File: src/rtl/iagc_phase_sequencer_if.sv
// iagc_phase_sequencer_if: signal bundle between the IAGC top FSM, the phase sequencer and the phase detector
// i_enable      run level from the IAGC top FSM
// i_in_phase    in-phase verdict from the phase detector
// o_iagc_status status word to the detector and top level
// o_gate        one-cycle sample strobe to the detector
// o_invert      error-path polarity select (1 = inverted)
// o_locked      phase lock achieved
// o_fault       lock failed after the allowed attempts
interface iagc_phase_sequencer_if #(
    parameter int IAGC_STATUS_SIZE = 4
);
    logic                        i_enable;
    logic                        i_in_phase;
    logic [IAGC_STATUS_SIZE-1:0] o_iagc_status;
    logic                        o_gate;
    logic                        o_invert;
    logic                        o_locked;
    logic                        o_fault;
    modport master (
        output i_enable, i_in_phase,
        input  o_iagc_status, o_gate, o_invert, o_locked, o_fault
    );
    modport slave (
        input  i_enable, i_in_phase,
        output o_iagc_status, o_gate, o_invert, o_locked, o_fault
    );
endinterface

File: src/rtl/iagc_phase_sequencer.sv
// iagc_phase_sequencer: sequences the IAGC phase detector through reset, timed measurement windows and verdict evaluation
// i_clock  single rising-edge clock
// i_reset  synchronous active-high reset
// bus      slave side of iagc_phase_sequencer_if (enable/verdict in; status, gate, invert, locked, fault out)
module iagc_phase_sequencer #(
    parameter int IAGC_STATUS_SIZE = 4,
    parameter int GATE_DIV         = 10,
    parameter int MEASURE_GATES    = 520,
    parameter int RESET_CYCLES     = 4,
    parameter int MAX_ATTEMPTS     = 2
) (
    input logic                   i_clock,
    input logic                   i_reset,
    iagc_phase_sequencer_if.slave bus
);
    typedef enum logic [2:0] {S_IDLE, S_RESET, S_MEASURE, S_EVAL, S_LOCKED, S_FAULT} state_t;

    localparam logic [IAGC_STATUS_SIZE-1:0] ST_IDLE  = '0;
    localparam logic [IAGC_STATUS_SIZE-1:0] ST_MEAS  = IAGC_STATUS_SIZE'(2);
    localparam logic [IAGC_STATUS_SIZE-1:0] ST_LOCK  = IAGC_STATUS_SIZE'(4);
    localparam logic [IAGC_STATUS_SIZE-1:0] ST_FAULT = '1;
    localparam logic [7:0]  DIV_LAST = 8'(GATE_DIV - 1);
    localparam logic [15:0] GATES    = 16'(MEASURE_GATES);
    localparam logic [7:0]  RST_LAST = 8'(RESET_CYCLES - 1);
    localparam logic [3:0]  ATT_LAST = 4'(MAX_ATTEMPTS - 1);

    state_t                      state_q;
    logic [7:0]                  div_q;
    logic [7:0]                  rcnt_q;
    logic [15:0]                 gcnt_q;
    logic [3:0]                  att_q;
    logic [IAGC_STATUS_SIZE-1:0] status_q;
    logic                        gate_q;
    logic                        invert_q;
    logic                        locked_q;
    logic                        fault_q;
    logic                        div_end;
    logic                        window_end;

    assign div_end    = div_q == DIV_LAST;
    // the divider slot that would carry pulse MEASURE_GATES+1 ends the window instead
    assign window_end = div_end && gcnt_q == GATES;

    always_ff @(posedge i_clock) begin
        if (i_reset) begin
            state_q  <= S_IDLE;
            div_q    <= '0;
            rcnt_q   <= '0;
            gcnt_q   <= '0;
            att_q    <= '0;
            status_q <= ST_IDLE;
            gate_q   <= 1'b0;
            invert_q <= 1'b0;
            locked_q <= 1'b0;
            fault_q  <= 1'b0;
        end else if (!bus.i_enable) begin
            state_q  <= S_IDLE;
            div_q    <= '0;
            rcnt_q   <= '0;
            gcnt_q   <= '0;
            att_q    <= '0;
            status_q <= ST_IDLE;
            gate_q   <= 1'b0;
            locked_q <= 1'b0;
            fault_q  <= 1'b0;
        end else begin
            gate_q <= 1'b0;
            case (state_q)
                S_IDLE: begin
                    state_q  <= S_RESET;
                    rcnt_q   <= '0;
                    div_q    <= '0;
                    gcnt_q   <= '0;
                    status_q <= ST_IDLE;
                end
                S_RESET: begin
                    rcnt_q <= rcnt_q + 8'd1;
                    if (rcnt_q == RST_LAST) begin
                        state_q  <= S_MEASURE;
                        status_q <= ST_MEAS;
                    end
                end
                S_MEASURE, S_LOCKED: begin
                    div_q <= div_end ? 8'd0 : div_q + 8'd1;
                    if (window_end) begin
                        state_q <= S_EVAL;
                    end else if (div_end) begin
                        gate_q <= 1'b1;
                        gcnt_q <= gcnt_q + 16'd1;
                    end
                end
                S_EVAL: begin
                    // every exit re-enters a counted state, so clear its counters here
                    div_q  <= '0;
                    gcnt_q <= '0;
                    rcnt_q <= '0;
                    if (bus.i_in_phase) begin
                        att_q    <= '0;
                        locked_q <= 1'b1;
                        state_q  <= S_LOCKED;
                        status_q <= ST_LOCK;
                    end else if (locked_q) begin
                        // losing an established lock retries from scratch without flipping polarity
                        att_q    <= '0;
                        locked_q <= 1'b0;
                        state_q  <= S_RESET;
                        status_q <= ST_IDLE;
                    end else if (att_q < ATT_LAST) begin
                        att_q    <= att_q + 4'd1;
                        invert_q <= ~invert_q;
                        state_q  <= S_RESET;
                        status_q <= ST_IDLE;
                    end else begin
                        fault_q  <= 1'b1;
                        state_q  <= S_FAULT;
                        status_q <= ST_FAULT;
                    end
                end
                S_FAULT: begin
                    status_q <= ST_FAULT;
                end
                default: begin
                    state_q  <= S_IDLE;
                    status_q <= ST_IDLE;
                end
            endcase
        end
    end

    assign bus.o_iagc_status = status_q;
    assign bus.o_gate        = gate_q;
    assign bus.o_invert      = invert_q;
    assign bus.o_locked      = locked_q;
    assign bus.o_fault       = fault_q;
endmodule

File: src/flat_wrapper.sv
// flat-port wrapper written by rule: the top's interface ports become plain ports
module iagc_phase_sequencer_flat 
#(
    parameter int IAGC_STATUS_SIZE = 4,
    parameter int GATE_DIV         = 10,
    parameter int MEASURE_GATES    = 520,
    parameter int RESET_CYCLES     = 4,
    parameter int MAX_ATTEMPTS     = 2
)
  (i_clock, i_reset, bus_i_enable, bus_i_in_phase, bus_o_iagc_status, bus_o_gate, bus_o_invert, bus_o_locked, bus_o_fault);
  iagc_phase_sequencer_if #(.IAGC_STATUS_SIZE(IAGC_STATUS_SIZE)) bus_i ();
  input logic i_clock;
  input logic i_reset;
  input wire logic [$bits(bus_i.i_enable)-1:0] bus_i_enable;
  input wire logic [$bits(bus_i.i_in_phase)-1:0] bus_i_in_phase;
  output wire logic [$bits(bus_i.o_iagc_status)-1:0] bus_o_iagc_status;
  output wire logic [$bits(bus_i.o_gate)-1:0] bus_o_gate;
  output wire logic [$bits(bus_i.o_invert)-1:0] bus_o_invert;
  output wire logic [$bits(bus_i.o_locked)-1:0] bus_o_locked;
  output wire logic [$bits(bus_i.o_fault)-1:0] bus_o_fault;
  assign bus_i.i_enable = bus_i_enable;
  assign bus_i.i_in_phase = bus_i_in_phase;
  assign bus_o_iagc_status = bus_i.o_iagc_status;
  assign bus_o_gate = bus_i.o_gate;
  assign bus_o_invert = bus_i.o_invert;
  assign bus_o_locked = bus_i.o_locked;
  assign bus_o_fault = bus_i.o_fault;
  iagc_phase_sequencer #(.IAGC_STATUS_SIZE(IAGC_STATUS_SIZE), .GATE_DIV(GATE_DIV), .MEASURE_GATES(MEASURE_GATES), .RESET_CYCLES(RESET_CYCLES), .MAX_ATTEMPTS(MAX_ATTEMPTS)) u_core (.i_clock(i_clock), .i_reset(i_reset), .bus(bus_i));
endmodule
File: config.mk
export PLATFORM = sky130hd
export DESIGN_NAME = iagc_phase_sequencer_flat
export DESIGN_NICKNAME = d
export VERILOG_FILES = /design/src/rtl/iagc_phase_sequencer_if.sv /design/src/rtl/iagc_phase_sequencer.sv /design/src/flat_wrapper.sv
export SDC_FILE = /design/constraint.sdc
export NUM_CORES = 1
export LEC_CHECK = 0
export BUFFER_PORTS_ARGS = -buffer_cell sky130_fd_sc_hd__buf_2
export CORE_MARGIN = 10
export CORE_UTILIZATION = 38
export DETAILED_ROUTE_END_ITERATION = 16
export GPL_ROUTABILITY_DRIVEN = 0
export GPL_TIMING_DRIVEN = 0
export HOLD_SLACK_MARGIN = 0.02
export PLACE_DENSITY = 0.5
export SYNTH_ARGS = -nofsm -noshare
export SYNTH_HDL_FRONTEND = slang
export SYNTH_SLANG_ARGS = --single-unit
File: constraint.sdc
create_clock -name i_clock -period 3.48 [get_ports i_clock]
set_input_delay 0.522 -clock i_clock [delete_from_list [all_inputs] [get_ports i_clock]]
set_output_delay 0.522 -clock i_clock [all_outputs]
set_load 0.05 [all_outputs]
# Yosys cells after proc, flatten, opt, wreduce, memory -nomap -nowiden
# Index checks and enable logic that the tools add are counted.
[word_totals]
elab_cells = 71
ff_bits = 47
in_bits = 4
[classes]
add_sub_neg = 4
reduce_logical = 15
bitwise_logic = 7
n_eq_ne = 12
order_cmp = 1
n_mux = 22
[op_table]
columns = ["cell", "count"]
rows = [
  ["2-to-1 mux 16 bit", 2],
  ["one-hot mux 16 bit (2 select lines)", 1],
  ["one-hot mux 8 bit (2 select lines)", 2],
  ["2-to-1 mux 4 bit", 7],
  ["adder 16 x 1 -> 16 bit (second input constant)", 1],
  ["adder 8 x 1 -> 8 bit (second input constant)", 2],
  ["== test 16 x 10 -> 1 bit (second input constant)", 1],
  ["one-hot mux 4 bit (4 select lines)", 1],
  ["2-to-1 mux 3 bit", 5],
  ["one-hot mux 3 bit (5 select lines)", 1],
  ["== test 8 x 2 -> 1 bit (second input constant)", 1],
  ["== test 8 x 4 -> 1 bit (second input constant)", 1],
  ["2-to-1 mux 8 bit", 1],
  ["inverter 1 bit", 7],
  ["== test 3 x 2 -> 1 bit (second input constant)", 2],
  ["== test 3 bit (second input constant)", 2],
  ["!= test 2 x 1 -> 1 bit (second input constant)", 3],
  ["AND reduction 3 bit", 2],
  ["OR reduction 2 bit", 3],
  ["AND reduction 5 bit", 1],
  ["adder 4 x 1 -> 4 bit (second input constant)", 1],
  ["less-than comparator 4 x 1 -> 1 bit (second input constant)", 1],
  ["AND reduction 2 bit", 2],
  ["AND reduction 4 bit", 1],
  ["other kinds (8)", 10],
]

# Longest topological paths before layout
[depth]
word_depth = 5
depth_mapped = 8
mapped_depth_nobuf = 7

# Least setup slack after synthesis
# No wires, ideal clock.
[synth_path]
path_type = "flip-flop to flip-flop"
from = "reg u_core.div_q[0]"
to = "reg u_core.gcnt_q[15]"
path_buffers = 1
stages_incl_launch_ff = 8
setup_slack_ns = 1.335
arrival_time_ns = 2.074
path_cell_list = "dfxtp_1 > ha_1 > or4b_4 > nor3_4 > a31oi_2 > buf_6 > or4_1 > a21oi_1"
[synth_via]
elab_chain_len = 4
elab_cells_between_ends = 5
cone_classes = "3 x eq/ne; 2 x reduce/logical"
[synth_rtl]
columns = ["item", "line_no", "rtl"]
rows = [
  ["from (decl)", "iagc_phase_sequencer.sv:28", "logic [7:0] div_q;"],
  ["from (signal assigned)", "iagc_phase_sequencer.sv:84", "div_q <= div_end ? 8'd0 : div_q + 8'd1;"],
  ["== test 8 x 4 -> 1 bit (*)", "iagc_phase_sequencer.sv:40", "assign div_end = div_q == DIV_LAST;"],
  ["logical AND 1 bit", "iagc_phase_sequencer.sv:42", "assign window_end = div_end && gcnt_q == GATES;"],
  ["!= test 2 bit (no line)", "--", ""],
  ["AND reduction 3 bit (no line) (*)", "--", ""],
  ["to (signal assigned)", "iagc_phase_sequencer.sv:89", "gcnt_q <= gcnt_q + 16'd1;"],
  ["to (decl)", "iagc_phase_sequencer.sv:30", "logic [15:0] gcnt_q;"],
]
# Mark *: on every way between the ends. The rest lies on a longest branch, timed or not.
# A chain may end at the register's enable or synchronous reset.

# Worst setup path in the final report
# Ends and elaborated chain as after synthesis.

==> results.md <==
* Post-CTS Setup Bufs at 0
* Final period utilization at 65.58%
* Critical path's slowest cell: or4_1
* Fill count at between 500 and 600
* Clock-pin slew on the worst setup and hold paths at roughly 90 ps
* Initial antenna violation count at 0
* # rows at 28
* CTS tree: built
* Pwr dens at 400.8 mW/mm^2
* # setup viols final at 0
* Critical path class: reg2reg
* Vias in the first global route at 1729
* Hold Fails Final Rpt at 0
* Root Buffer: clkbuf_8
* Starting Density at between 30 and 40%
* Inserted Diodes at 0
* Mapped Area at between 0.002 and 0.0025 mm^2
* Worst path arrival time at ~2500 ps
* Synth top area share at roughly two fifths
* Core area at approximately 0.0059 mm^2
* Die Y at 97.26 um
* Largest net degree at the start of global routing at 14
* CP Launch Type: flip-flop
* Initial DRC count at 38
* Clock skew at between 5 and 6 ps
* Top fanout value on the critical path at 10
* Slew Viols, Final at 0
* Final wirelength at 4789 um
* Sequence of cells on the critical path: ha_1 -> or4b_4 -> nor3_4 -> a31oi_2 -> buf_6 -> or4_1 -> a21oi_1
* Sequential standard cell area at roughly 920 um^2
* Layout cell share with drive strength beyond 1 at about a tenth
* Vias per inst at ~5.2
* Syn avg cell area at roughly 8.3 um^2
* Ranking of synthesized cells by area: dfxtp_1 41%, a21oi_1 6.4%, nor2_1 5.5%
* Post-synthesis cell count at 273
* First-pass GRT wire length at just over 8000 um
* Final WS setup at 1198 ps
* Critical path endpoint category: flip-flop
* Place WS at roughly 1200 ps
* # DRC at 0
* Total gr overflow at 0
* Clock Path Buffers at 2
* Final core occ at 43.24%
* Max Fclk at between 400 and 500 MHz
* Yosys Warn Count at 0
* Nets at roughly 300
* Total CTS buffers at 5
* WL per Instance at 13.08 um
* Port bufs at 11
* Clock sinks at 46
* Flops & latches, synth at 46
* Multi-input logic area at approximately 0.0013 mm^2
* Status: finished, final reports clean
* Num ports at 12
* GR Util All Layers at roughly a tenth
* Die Wd at 97.26 um
* Post-synth EDFFs at 0
* Max incr delay on CP at 490 ps
* H-Tree Depth at 2
* WP buf/inv at 1
* Count of unique library cells instantiated by Yosys at 44
* Critical path required time at approximately 3700 ps
* Routed vias at 1897
* Post-CTS resize count at 0
* Register area share after synthesis at approximately two fifths
* Setup_tns at 0 ps
* Syn_nets at 284
* Final min period at ~2300 ps
* Commonest non-fill, non-tap cells in the layout: 46 x dfxtp_1, 33 x nor2_1, 29 x a21oi_1
* Area Overhead vs Synth at 11.53%
* Ys async rst share at 0%
* Antenna Violating Nets Remaining at 0
* Post-route cell area at between 0.002 and 0.003 mm^2
* Hold Path Class: in2reg
* RSZ-0062 raised after global routing: false
* Worst VDD drop at 234.1 uV
* Die Area at approximately 0.0095 mm^2
* Pleak at approximately 0.85 nW
* Placed inst area at approximately 0.0024 mm^2
* Clock latency on the worst-skew pair at approximately 300 ps
* Post-synth top flop: dfxtp_1
* TritonRoute pass-1 iters at 4
* Hold_buf cts at 0
* Commonest non-fill, non-tap cell in the layout: dfxtp_1
* Final HPWL DP at around 3400 um
* Area leader, netlist: dfxtp_1
* Max_cap viols at 0
* Worst-Margin Slew at slightly above 600 ps
* Rel. slew slack at between 50% and 60%
* R2R setup slack at 1200 ps
* CP delay by family, top: simple AND/OR/NAND/NOR gates
-- registers in the layout, summed over array words and instances, names as in the netlist --
signal,cells
u_core.gcnt_q,16
u_core.div_q,8
u_core.rcnt_q,8
u_core.att_q,4
u_core.bus.o_iagc_status,3
u_core.state_q,3
u_core.bus.o_fault,1
u_core.bus.o_gate,1
u_core.bus.o_invert,1
u_core.bus.o_locked,1
-- layer usage --
metal  up-vias  global-route usage [%]  routed length [um]
li1       1004                       -                   -
met1       861                   13.60                2437
met2        27                   14.71                2097
met3         5                   3.201                 217
met4         0                   3.020                  37
met5         -                       0                   0
-- final timing paths --
path / start / endpoint / cells past startpoint
hold / removal: i_reset / u_core.bus.o_invert / 2
setup reg to reg: u_core.div_q[0] / u_core.gcnt_q[15] / 7
hold reg to reg: u_core.att_q[3] / u_core.att_q[3] / 2
setup / recovery: u_core.div_q[0] / u_core.gcnt_q[15] / 7
-- cell families (layout without fill, tap and decap cells) --
group,after synthesis,in the layout,share of synthesized area [%]
mux,7,7,3.806
compound gates,65,65,16.55
buf+inv,21,39,3.971
xor+xnor,9,9,3.475
flops,46,46,40.60
simple gates,118,118,27.74
fa+ha+maj,7,7,3.861
-- report_power, final --
| group | total, W | switching (W) | internal (W) |
|---|---|---|---|
| registers | 0.000534 | 0.00000436 | 0.000529 |
| clock network | 0.000410 | 0.000180 | 0.000230 |
| logic | 0.0000700 | 0.0000472 | 0.0000228 |
| total | 0.00101 | 0.000232 | 0.000782 |
-- synth_stat cells, types with 2 or more instances --
cell type	count
or4_1	4
or3_1	12
or2_2	2
or3b_2	2
o21ai_0	20
ha_1	7
nor3_1	5
nand2b_1	6
nor2_1	33
a21oi_1	29
a21o_1	2
mux2i_1	3
clkbuf_1	8
and3_1	3
nor2b_1	3
dfxtp_1	46
nor4b_1	4
mux2_2	3
xnor2_1	4
nand4_1	4
inv_1	10
xor2_1	5
nand2_1	20
o31ai_1	5
nand3_1	12
nand3b_1	3
-- through the flow --
| step | cells | power, W | hold WS, ps |
|---|---|---|---|
| after floorplan | 273 | 0.0005959 | 404.0 |
| after global placement | 359 | 0.0006175 | 418.1 |
| after detailed placement | 359 | 0.0006170 | 422.2 |
| after CTS | 366 | 0.001036 | 381.8 |
| after global routing | 366 | 0.001064 | 385.4 |
| final | 366 | 0.001014 | 390.3 |
-- worst reg2reg max path: cells and delay by family (launching register included) --
kind / cells / cell delay (ps)
compound gates: 2 / 300
buf+inv: 1 / 180
simple gates: 3 / 1190
fa+ha+maj: 1 / 160
flops: 1 / 390
-- cell type report --
type | instances | area share (%)
Sequential cell | 46 | 36.40
Clock inverter | 1 | 1.187
Timing Repair Buffer | 11 | 2.176
Buffer | 11 | 2.077
Tap cell | 75 | 3.709
Inverter | 10 | 1.484
Multi-Input combinational cell | 206 | 49.70
Clock buffer | 6 | 3.264
Note: power is estimated with default switching activity, not from simulation.
